<file path="config.mk">
export PLATFORM = sky130hd
export DESIGN_NAME = mem_stage
export DESIGN_NICKNAME = d
export VERILOG_FILES = /design/src/rtl/struct_pkg.sv /design/src/rtl/load_ext.sv /design/src/rtl/mem_stage.sv
export SDC_FILE = /design/constraint.sdc
export NUM_CORES = 1
export LEC_CHECK = 0
export CORE_UTILIZATION = 48
export DETAILED_ROUTE_END_ITERATION = 7
export PLACE_DENSITY = 0.86
export SKIP_LAST_GASP = 1
export SLEW_MARGIN = 20
export SYNTH_ARGS = -nofsm -noshare
export SYNTH_HDL_FRONTEND = slang
export SYNTH_SLANG_ARGS = --single-unit
</file>
<file path="constraint.sdc">
create_clock -name clk -period 9.8 [get_ports clk]
set_input_delay 0.98 -clock clk [delete_from_list [all_inputs] [get_ports clk]]
set_output_delay 0.98 -clock clk [all_outputs]
set_load 0.005 [all_outputs]
</file>
<file path="src/rtl/struct_pkg.sv">
// Shared types, FSM states and funct3 encodings for the MEM pipeline stage.
package struct_pkg;

   typedef struct packed {
      logic        valid;
      logic        regWrite;
      logic        memRead;
      logic        memWrite;
      logic [4:0]  rd;
      logic [2:0]  funct3;
      logic [31:0] result;
      logic [31:0] s_data;
   } exmem_t;

   typedef struct packed {
      logic        valid;
      logic        regWrite;
      logic [4:0]  rd;
      logic [31:0] wb_data;
   } memwb_t;

   typedef enum logic [1:0] {
      IDLE = 2'd0,
      REQ  = 2'd1,
      WAIT = 2'd2
   } mem_state_e;

   localparam logic [2:0] F3_LB  = 3'b000;
   localparam logic [2:0] F3_LH  = 3'b001;
   localparam logic [2:0] F3_LW  = 3'b010;
   localparam logic [2:0] F3_LBU = 3'b100;
   localparam logic [2:0] F3_LHU = 3'b101;
   localparam logic [2:0] F3_SB  = 3'b000;
   localparam logic [2:0] F3_SH  = 3'b001;
   localparam logic [2:0] F3_SW  = 3'b010;

   // sz is funct3[1:0]: 00 byte, 01 half, otherwise word.
   function automatic logic [1:0] nat_lane(input logic [1:0] sz, input logic [1:0] a);
      case (sz)
         2'b00:   nat_lane = a;
         2'b01:   nat_lane = {a[1], 1'b0};
         default: nat_lane = 2'b00;
      endcase
   endfunction

   function automatic logic misaligned(input logic [1:0] sz, input logic [1:0] a);
      case (sz)
         2'b00:   misaligned = 1'b0;
         2'b01:   misaligned = a[0];
         default: misaligned = (a != 2'b00);
      endcase
   endfunction

   function automatic logic [3:0] store_be(input logic [1:0] sz, input logic [1:0] lane);
      case (sz)
         2'b00:   store_be = 4'b0001 << lane;
         2'b01:   store_be = 4'b0011 << lane;
         default: store_be = 4'b1111;
      endcase
   endfunction

   function automatic logic [31:0] store_wdata(input logic [1:0] sz, input logic [31:0] sd);
      case (sz)
         2'b00:   store_wdata = {4{sd[7:0]}};
         2'b01:   store_wdata = {2{sd[15:0]}};
         default: store_wdata = sd;
      endcase
   endfunction

endpackage

</file>
<file path="src/rtl/load_ext.sv">
// Load lane select and sign/zero extension of the returned memory word.
import struct_pkg::*;

module load_ext (
   input  logic [2:0]  funct3,
   input  logic [1:0]  lane,
   input  logic [31:0] rdata,
   output logic [31:0] data
);

   logic [3:0][7:0] bytes;
   logic [7:0]      b;
   logic [15:0]     h;

   always_comb begin
      bytes = rdata;
      b     = bytes[lane];
      h     = lane[1] ? rdata[31:16] : rdata[15:0];
      case (funct3)
         F3_LB:   data = {{24{b[7]}}, b};
         F3_LBU:  data = {24'h0, b};
         F3_LH:   data = {{16{h[15]}}, h};
         F3_LHU:  data = {16'h0, h};
         default: data = rdata;
      endcase
   end

endmodule

</file>
<file path="src/rtl/mem_stage.sv">
// MEM pipeline stage: issues data-memory accesses, extends loads, aborts on timeout.
// Optional MISALIGN_TRAP_EN traps misaligned accesses instead of force-aligning them.
import struct_pkg::*;

module mem_stage #(
   parameter int TIMEOUT_CYC = 16
) (
   input  logic        clk,
   input  logic        reset,
   input  exmem_t      ex_in,
   output logic        stall_out,
   output logic        dmem_req,
   output logic        dmem_we,
   output logic [31:0] dmem_addr,
   output logic [31:0] dmem_wdata,
   output logic [3:0]  dmem_be,
   input  logic        dmem_gnt,
   input  logic        dmem_rvalid,
   input  logic [31:0] dmem_rdata,
   output memwb_t      wb_out,
   output logic        bus_err
);

   localparam int CNT_W = $clog2(TIMEOUT_CYC + 1);
   localparam logic [CNT_W-1:0] CNT_LAST = CNT_W'(TIMEOUT_CYC - 1);

   mem_state_e       state;
   logic [CNT_W-1:0] cnt;
   logic             op_store;
   logic             op_rw;
   logic [4:0]       op_rd;
   logic [2:0]       op_f3;
   logic [1:0]       op_lane;
   logic [1:0]       in_lane;
   logic [31:0]      ld_data;
   logic             done;

   load_ext u_load_ext (
      .funct3 (op_f3),
      .lane   (op_lane),
      .rdata  (dmem_rdata),
      .data   (ld_data)
   );

   assign stall_out = (state != IDLE);
   assign in_lane   = nat_lane(ex_in.funct3[1:0], ex_in.result[1:0]);
   // A load may see gnt and rvalid together; a store completes on gnt alone.
   assign done = ((state == REQ) && dmem_gnt && (op_store || dmem_rvalid)) ||
                 ((state == WAIT) && dmem_rvalid);

   always_ff @(posedge clk or posedge reset) begin
      if (reset) begin
         state      <= IDLE;
         cnt        <= '0;
         dmem_req   <= 1'b0;
         dmem_we    <= 1'b0;
         dmem_addr  <= '0;
         dmem_wdata <= '0;
         dmem_be    <= '0;
         wb_out     <= '0;
         bus_err    <= 1'b0;
         op_store   <= 1'b0;
         op_rw      <= 1'b0;
         op_rd      <= '0;
         op_f3      <= '0;
         op_lane    <= '0;
      end else begin
         wb_out  <= '0;
         bus_err <= 1'b0;
         case (state)
            IDLE: begin
               if (ex_in.valid) begin
                  if (!ex_in.memRead && !ex_in.memWrite) begin
                     wb_out.valid    <= 1'b1;
                     wb_out.regWrite <= ex_in.regWrite;
                     wb_out.rd       <= ex_in.rd;
                     wb_out.wb_data  <= ex_in.result;
                  end
`ifdef MISALIGN_TRAP_EN
                  else if (misaligned(ex_in.funct3[1:0], ex_in.result[1:0])) begin
                     bus_err      <= 1'b1;
                     wb_out.valid <= 1'b1;
                     wb_out.rd    <= ex_in.rd;
                  end
`endif
                  else begin
                     state      <= REQ;
                     cnt        <= '0;
                     dmem_req   <= 1'b1;
                     dmem_we    <= !ex_in.memRead;
                     dmem_addr  <= {ex_in.result[31:2], 2'b00};
                     dmem_be    <= store_be(ex_in.funct3[1:0], in_lane);
                     dmem_wdata <= store_wdata(ex_in.funct3[1:0], ex_in.s_data);
                     op_store   <= !ex_in.memRead;
                     op_rw      <= ex_in.regWrite;
                     op_rd      <= ex_in.rd;
                     op_f3      <= ex_in.funct3;
                     op_lane    <= in_lane;
                  end
               end
            end
            REQ, WAIT: begin
               if ((state == REQ) && dmem_gnt)
                  dmem_req <= 1'b0;
               if (done) begin
                  state           <= IDLE;
                  wb_out.valid    <= 1'b1;
                  wb_out.regWrite <= op_rw & ~op_store;
                  wb_out.rd       <= op_rd;
                  wb_out.wb_data  <= op_store ? 32'h0 : ld_data;
               end else if (cnt == CNT_LAST) begin
                  state        <= IDLE;
                  dmem_req     <= 1'b0;
                  bus_err      <= 1'b1;
                  wb_out.valid <= 1'b1;
                  wb_out.rd    <= op_rd;
               end else begin
                  cnt <= cnt + 1'b1;
                  if ((state == REQ) && dmem_gnt)
                     state <= WAIT;
               end
            end
            default: state <= IDLE;
         endcase
      end
   end

endmodule

</file>
# After elaboration in Yosys (flattened, before gate mapping)
# Index checks and enable logic that the tools add are counted.
[classes] n_mux=36 eq_ne=12 shifts=2 n_reduce_logical=18 add_sub_neg=1 order_cmp=1 bitwise_logic=3
[op_table] cell="32-bit one-hot mux with 4 select lines" count=1
[op_table] cell="39-bit 2-to-1 mux" count=2
[op_table] cell="39-bit one-hot mux with 2 select lines" count=1
[op_table] cell="32-bit 2-to-1 mux" count=2
[op_table] cell="32-bit one-hot mux with 2 select lines" count=1
[op_table] cell="5-bit 2-to-1 mux" count=6
[op_table] cell="8-bit binary-select mux with 2-bit select" count=1
[op_table] cell="16-bit 2-to-1 mux" count=1
[op_table] cell="1-bit 2-to-1 mux" count=10
[op_table] cell="2-bit 2-to-1 mux" count=5
[op_table] cell="5-bit one-hot mux with 2 select lines" count=1
[op_table] cell="3-bit AND reduction" count=3
[op_table] cell="8-bit 2-to-1 mux" count=1
[op_table] cell="2-bit != test (second input constant)" count=4
[op_table] cell="2-bit one-hot mux with 2 select lines" count=2
[op_table] cell="4-bit one-hot mux with 2 select lines" count=1
[op_table] cell="3-bit == test (second input constant)" count=2
[op_table] cell="5-bit by 1-bit adder with 5-bit output (second input constant)" count=1
[op_table] cell="5-bit by 4-bit == test with 1-bit output (second input constant)" count=1
[op_table] cell="5-bit AND reduction" count=1
[op_table] cell="2-bit by 1-bit == test with 1-bit output (second input constant)" count=2
[op_table] cell="1-bit logical AND" count=4
[op_table] cell="2-bit zero test" count=2
[op_table] cell="4-bit != test (second input constant)" count=1
[op_table] cell="13 further kinds" count=17
[word_totals] reg_bits=126 word_cells=89 output_inout_bits=111

# Logic depth before layout (Yosys ltp)
[logic_depth] depth_word=6 ltp_mapped=8 depth_no_buf=7

# By module
# A second synthesis with hierarchy kept.
[unflattened] hier_cells=525 area_unflattened_um2=5886.9
[modules_own_cells] mod="mem_stage" area_each_um2=5258.8 instances=1 seq_area_each_um2=3153.0 cells_per_inst=416
[modules_own_cells] mod="load_ext" area_each_um2=628.1 instances=1 seq_area_each_um2=0.0 cells_per_inst=109

# Least setup slack after synthesis
# OpenSTA, ideal clock, no wires.
[synth_path] path_type="input to register" from="input dmem_rdata[31]" to="register wb_out[10] (netlist bit)" n_path_buf=0 cell_stages=4 t_arrival_ns=1.970 slack_ns=7.704 path_cell_list="mux2_2 -> a221oi_2 -> a211oi_1 -> a221o_1"
[synth_via] elab_chain_cells=6
[synth_lines] item="start: declaration" line="mem_stage.sv:19" text="input logic [31:0] dmem_rdata,"
[synth_lines] item="8-bit binary-select mux with 2-bit select" line="load_ext.sv:17" text="b = bytes[lane];"
[synth_lines] item="8-bit 2-to-1 mux (implied by the code)" line="load_ext.sv:17"
[synth_lines] item="32-bit one-hot mux with 4 select lines" line="load_ext.sv:19" text="case (funct3)"
[synth_lines] item="32-bit 2-to-1 mux" line="mem_stage.sv:110" text="wb_out.wb_data <= op_store ? 32'h0 : ld_data;"
[synth_lines] item="32-bit 2-to-1 mux" line="mem_stage.sv:105" text="if (done) begin"
[synth_lines] item="39-bit one-hot mux with 2 select lines" line="mem_stage.sv:70" text="case (state)"
[synth_lines] item="end: declaration" line="mem_stage.sv:20" text="output memwb_t wb_out,"
# Every way passes these cells. The select of a mux whose other input is x is not followed.
# A chain may end at the register's enable or synchronous reset.

# Worst setup path in the final report
[layout_path] from="input ex_in[73] (netlist bit)" to="register dmem_addr[20]"
[layout_via] elab_chain_cells=4
[layout_lines] item="start: declaration" line="mem_stage.sv:10" text="input exmem_t ex_in,"
[layout_lines] item="1-bit zero test" line="mem_stage.sv:73" text="if (!ex_in.memRead && !ex_in.memWrite) begin"
[layout_lines] item="1-bit logical AND" line="mem_stage.sv:73"
[layout_lines] item="1-bit NOT (no source line)"
[layout_lines] item="3-bit AND reduction (no source line)"
[layout_lines] item="end signal: assignment" line="mem_stage.sv:91" text="dmem_addr <= {ex_in.result[31:2], 2'b00};"
[layout_lines] item="end: declaration" line="mem_stage.sv:14" text="output logic [31:0] dmem_addr,"
# Every way passes these cells.

==> impl_metrics.toml <==
[run_status]
status = "finished with violations"
failing_checks = "DRC"

[sta]
worst_slack_ps = 6662
slew_margin_rel_pct = 40.25
setup_tns_ps = 0
clock-skew-final_ps = 7.714
max_clock_freq_mhz = 318.6
finalCritPeriodShare_pct = 32.02
rsz_0062_raised_after_global_routing = "no"
max_slew.worst_pin.slew_ps = 896.2
timing.final.setup_violations = 0
hold-worst-slack_ps = 486.1
report.final.hold_viol_count = 0
layout_min_cycle_time_ps = 3138
slew_violations = 0

[synthesis]
synth_most_common_cell = "sky130_fd_sc_hd__dfrtp_1"
ys_top_cells_by_area = "sky130_fd_sc_hd__dfrtp_1 (54%), sky130_fd_sc_hd__mux2_2 (9.5%), sky130_fd_sc_hd__mux2i_1 (6.2%)"
postSynthRegisterBits = 126
synth_top_area_share_pct = 54.32
biggest_area_consumer_among_synthesized_cells = "sky130_fd_sc_hd__dfrtp_1"
total_standard_cell_area_after_synthesis_mm2 = 0.005804
synth_seq_area_share_pct = 54.32
predominant_post_synthesis_flop_cell = "sky130_fd_sc_hd__dfrtp_1"
yosys_warnings = 0
synth-async-reset-ratio_pct = 100.0
syn-mean-instance-area_um2 = 11.59
postSynthCellCount = 501
synth_enable_flop_cells = 0
synth.distinct_cells = 52
yosys-top-cells-count = "sky130_fd_sc_hd__dfrtp_1 (126), sky130_fd_sc_hd__mux2_2 (49), sky130_fd_sc_hd__nand2_1 (47), sky130_fd_sc_hd__o21ai_0 (38), sky130_fd_sc_hd__mux2i_1 (36)"

[layout]
areaGrowthSynthToFinish_pct = 50.42
net_total_in_the_final_layout = 829
insertedDiodeCount = 0
fillCellCount = 757
final_area_mm2 = 0.008731
drive_gt1_share_pct = 13.40

[detailed_routing]
routed_wirelength_um = 17440
ant_nets = 0
firstDrtPassIters = 8
vias = 5028
route.detailed.vias_per_inst = 5.799
detail_route.iter0.violations = 313
routedWlPerCell_um = 20.11
drc = 17

[clock_tree]
tritoncts = "done"
max-clock-path-buffers = 2
root_buf_cell = "sky130_fd_sc_hd__clkbuf_16"
cts_htree_levels = 4
post_cts_buffers = 0
clkTransAtPathRegs_ps = 50
cts_made_buffers = 17
cts_hold_buf = 0
post_cts.resized_instances = 0
clk_latency_ps = 420
tritoncts_num_sinks = 126

[power]
total_leakage_power_nw = 3.775
pwr_density_cell_mw_per_mm2 = 280.5
worst_case_vdd_ir_drop_v = 0.0001976

[setup_path]
timing.critical_path.from_type = "primary input"
critPathSlowestCell = "sky130_fd_sc_hd__buf_4"
crit_path_max_fanout = 92
worstPathBufferInverterCount = 2
timing.setup.critical_path_class = "in2reg"
worst_setup_path_end_kind = "flop"
timing.critical_path.cells = "clkdlybuf4s50_1, o211ai_4, buf_4, mux2_2"
critical_path.top_delay_family = "buffers and inverters"
timing.critical_path.required_ps = 10100
cp_data_arrival_time_ps = 3430
worst_path_largest_cell_delay_ps = 800

[run]
max_cap_viol_count = 0

[placement]
placed_area_mm2 = 0.008089
detailed_place_hpwl_um = 12460
place.gp.congestion = 0.8400
dp_slack_ps = 6243
io_buffers = 220

[global_route]
grt_pass1_vias = 5252
grt_usage_pct = 28.90
gr-total-overflow = 0
grt_start_max_net_pins = 94
antenna_violations_before_repair = 0
grt_pass1_wl_um = 27770

[floorplan]
pin_count = 223
fp.dieH_um = 112.0
start_util_pct = 49.98
fp-row-count = 39
core_area_mm2 = 0.01161
floorplan.die_area_mm2 = 0.01254
die_w_um = 112.0

[min_path]
timing.hold.worst.class = "reg2reg"
cells in the final DEF (no fill, tap or decap), drive strengths merged, types with 3 or more instances in the layout:
cell	n
mux2	49
inv	13
a22oi	8
buf	7
clkbuf	20
nand2b	7
mux2i	36
nor2b	6
o211ai	4
a21oi	24
dfrtp	126
clkinv	6
o221ai	5
nand2	47
a221o	22
o21ai	39
bufinv	5
ha	6
a22o	3
nor2	27
clkdlybuf4s50	220
a211oi	7
sequential cells by signal (all words and copies together) (netlist names):
register	cells
bus_err	1
cnt	5
dmem_addr	30
dmem_be	4
dmem_req	1
dmem_wdata	32
op_f3	3
op_lane	2
op_rd	5
op_rw	1
op_store	1
state	2
wb_out	39
per-layer routing:
| metal | global-route usage [%] | part of all wire (%) | wire length, um |
|---|---|---|---|
| met2 | 47.83 | 50 | 8652 |
| met3 | 9.418 | 9.0 | 1565 |
| met5 | 0 | 0 | 0 |
| met1 | 34.78 | 39 | 6833 |
| met4 | 12.18 | 2.2 | 383 |
kinds of logic (layout without fill, tap and decap cells):
family                     Yosys count  count (layout)  synth area share, %
DFF                                126             126                54.32
buffers and inverters               50             272                3.815
other                                1               2              0.06461
AOI/OAI and AO/OA                  134             134                16.12
adders and majority gates            6               6                1.293
and+or+nand+nor                     97              97                7.890
muxes                               87              87                16.49
worst reg2reg max path, stage by stage (launching register included):
cell and delay (ps):
sky130_fd_sc_hd__dfrtp_1 390, sky130_fd_sc_hd__inv_1 100, sky130_fd_sc_hd__ha_1 320, sky130_fd_sc_hd__o211ai_4 330, sky130_fd_sc_hd__buf_4 800, sky130_fd_sc_hd__mux2_2 490
cell type report:
type | count | area [um^2] | share of cell area, %
well taps | 143 | 178.9 | 2.049
clock inverters | 12 | 191.4 | 2.193
repair buffers | 227 | 2258 | 25.87
inverters | 13 | 51.30 | 0.5876
clock buffers | 20 | 446.7 | 5.116
multi-input cells | 326 | 2451 | 28.07
flip-flops and latches | 126 | 3153 | 36.11
final timing paths:
path / from / endpoint / slack (ps) / depth (start not counted)
min: dmem_be[3]$_DFFE_PP0P_ / dmem_be[3]$_DFFE_PP0P_ / 490 / 2
max in group asynchronous: reset / dmem_addr[14]$_DFFE_PP0P_ / 7680 / 3
max: ex_in[73] / dmem_addr[20]$_DFFE_PP0P_ / 6660 / 4
max reg2reg: state[1]$_DFFE_PP0P_ / dmem_addr[20]$_DFFE_PP0P_ / 7260 / 5
min in group asynchronous: reset / state[1]$_DFFE_PP0P_ / 930 / 2
min reg2reg: dmem_be[3]$_DFFE_PP0P_ / dmem_be[3]$_DFFE_PP0P_ / 490 / 2
through the flow:
step                      instances  utilization (%)  power [mW]
after floorplan                 502                -       1.255
final                           867            75.18       2.449
after detailed placement        835            69.65       1.762
after global routing            867            75.18       2.579
after CTS                       867            75.15       2.458
after global placement          835            69.65       1.717
power breakdown:
group	internal [mW]	leakage (nW)	switching, mW
Clock	0.455	0.314	0.224
Sequential	0.713	1.59	0.152
Combinational	0.536	1.87	0.369
Total	1.70	3.77	0.745
Power figures use the tool's default switching activity.
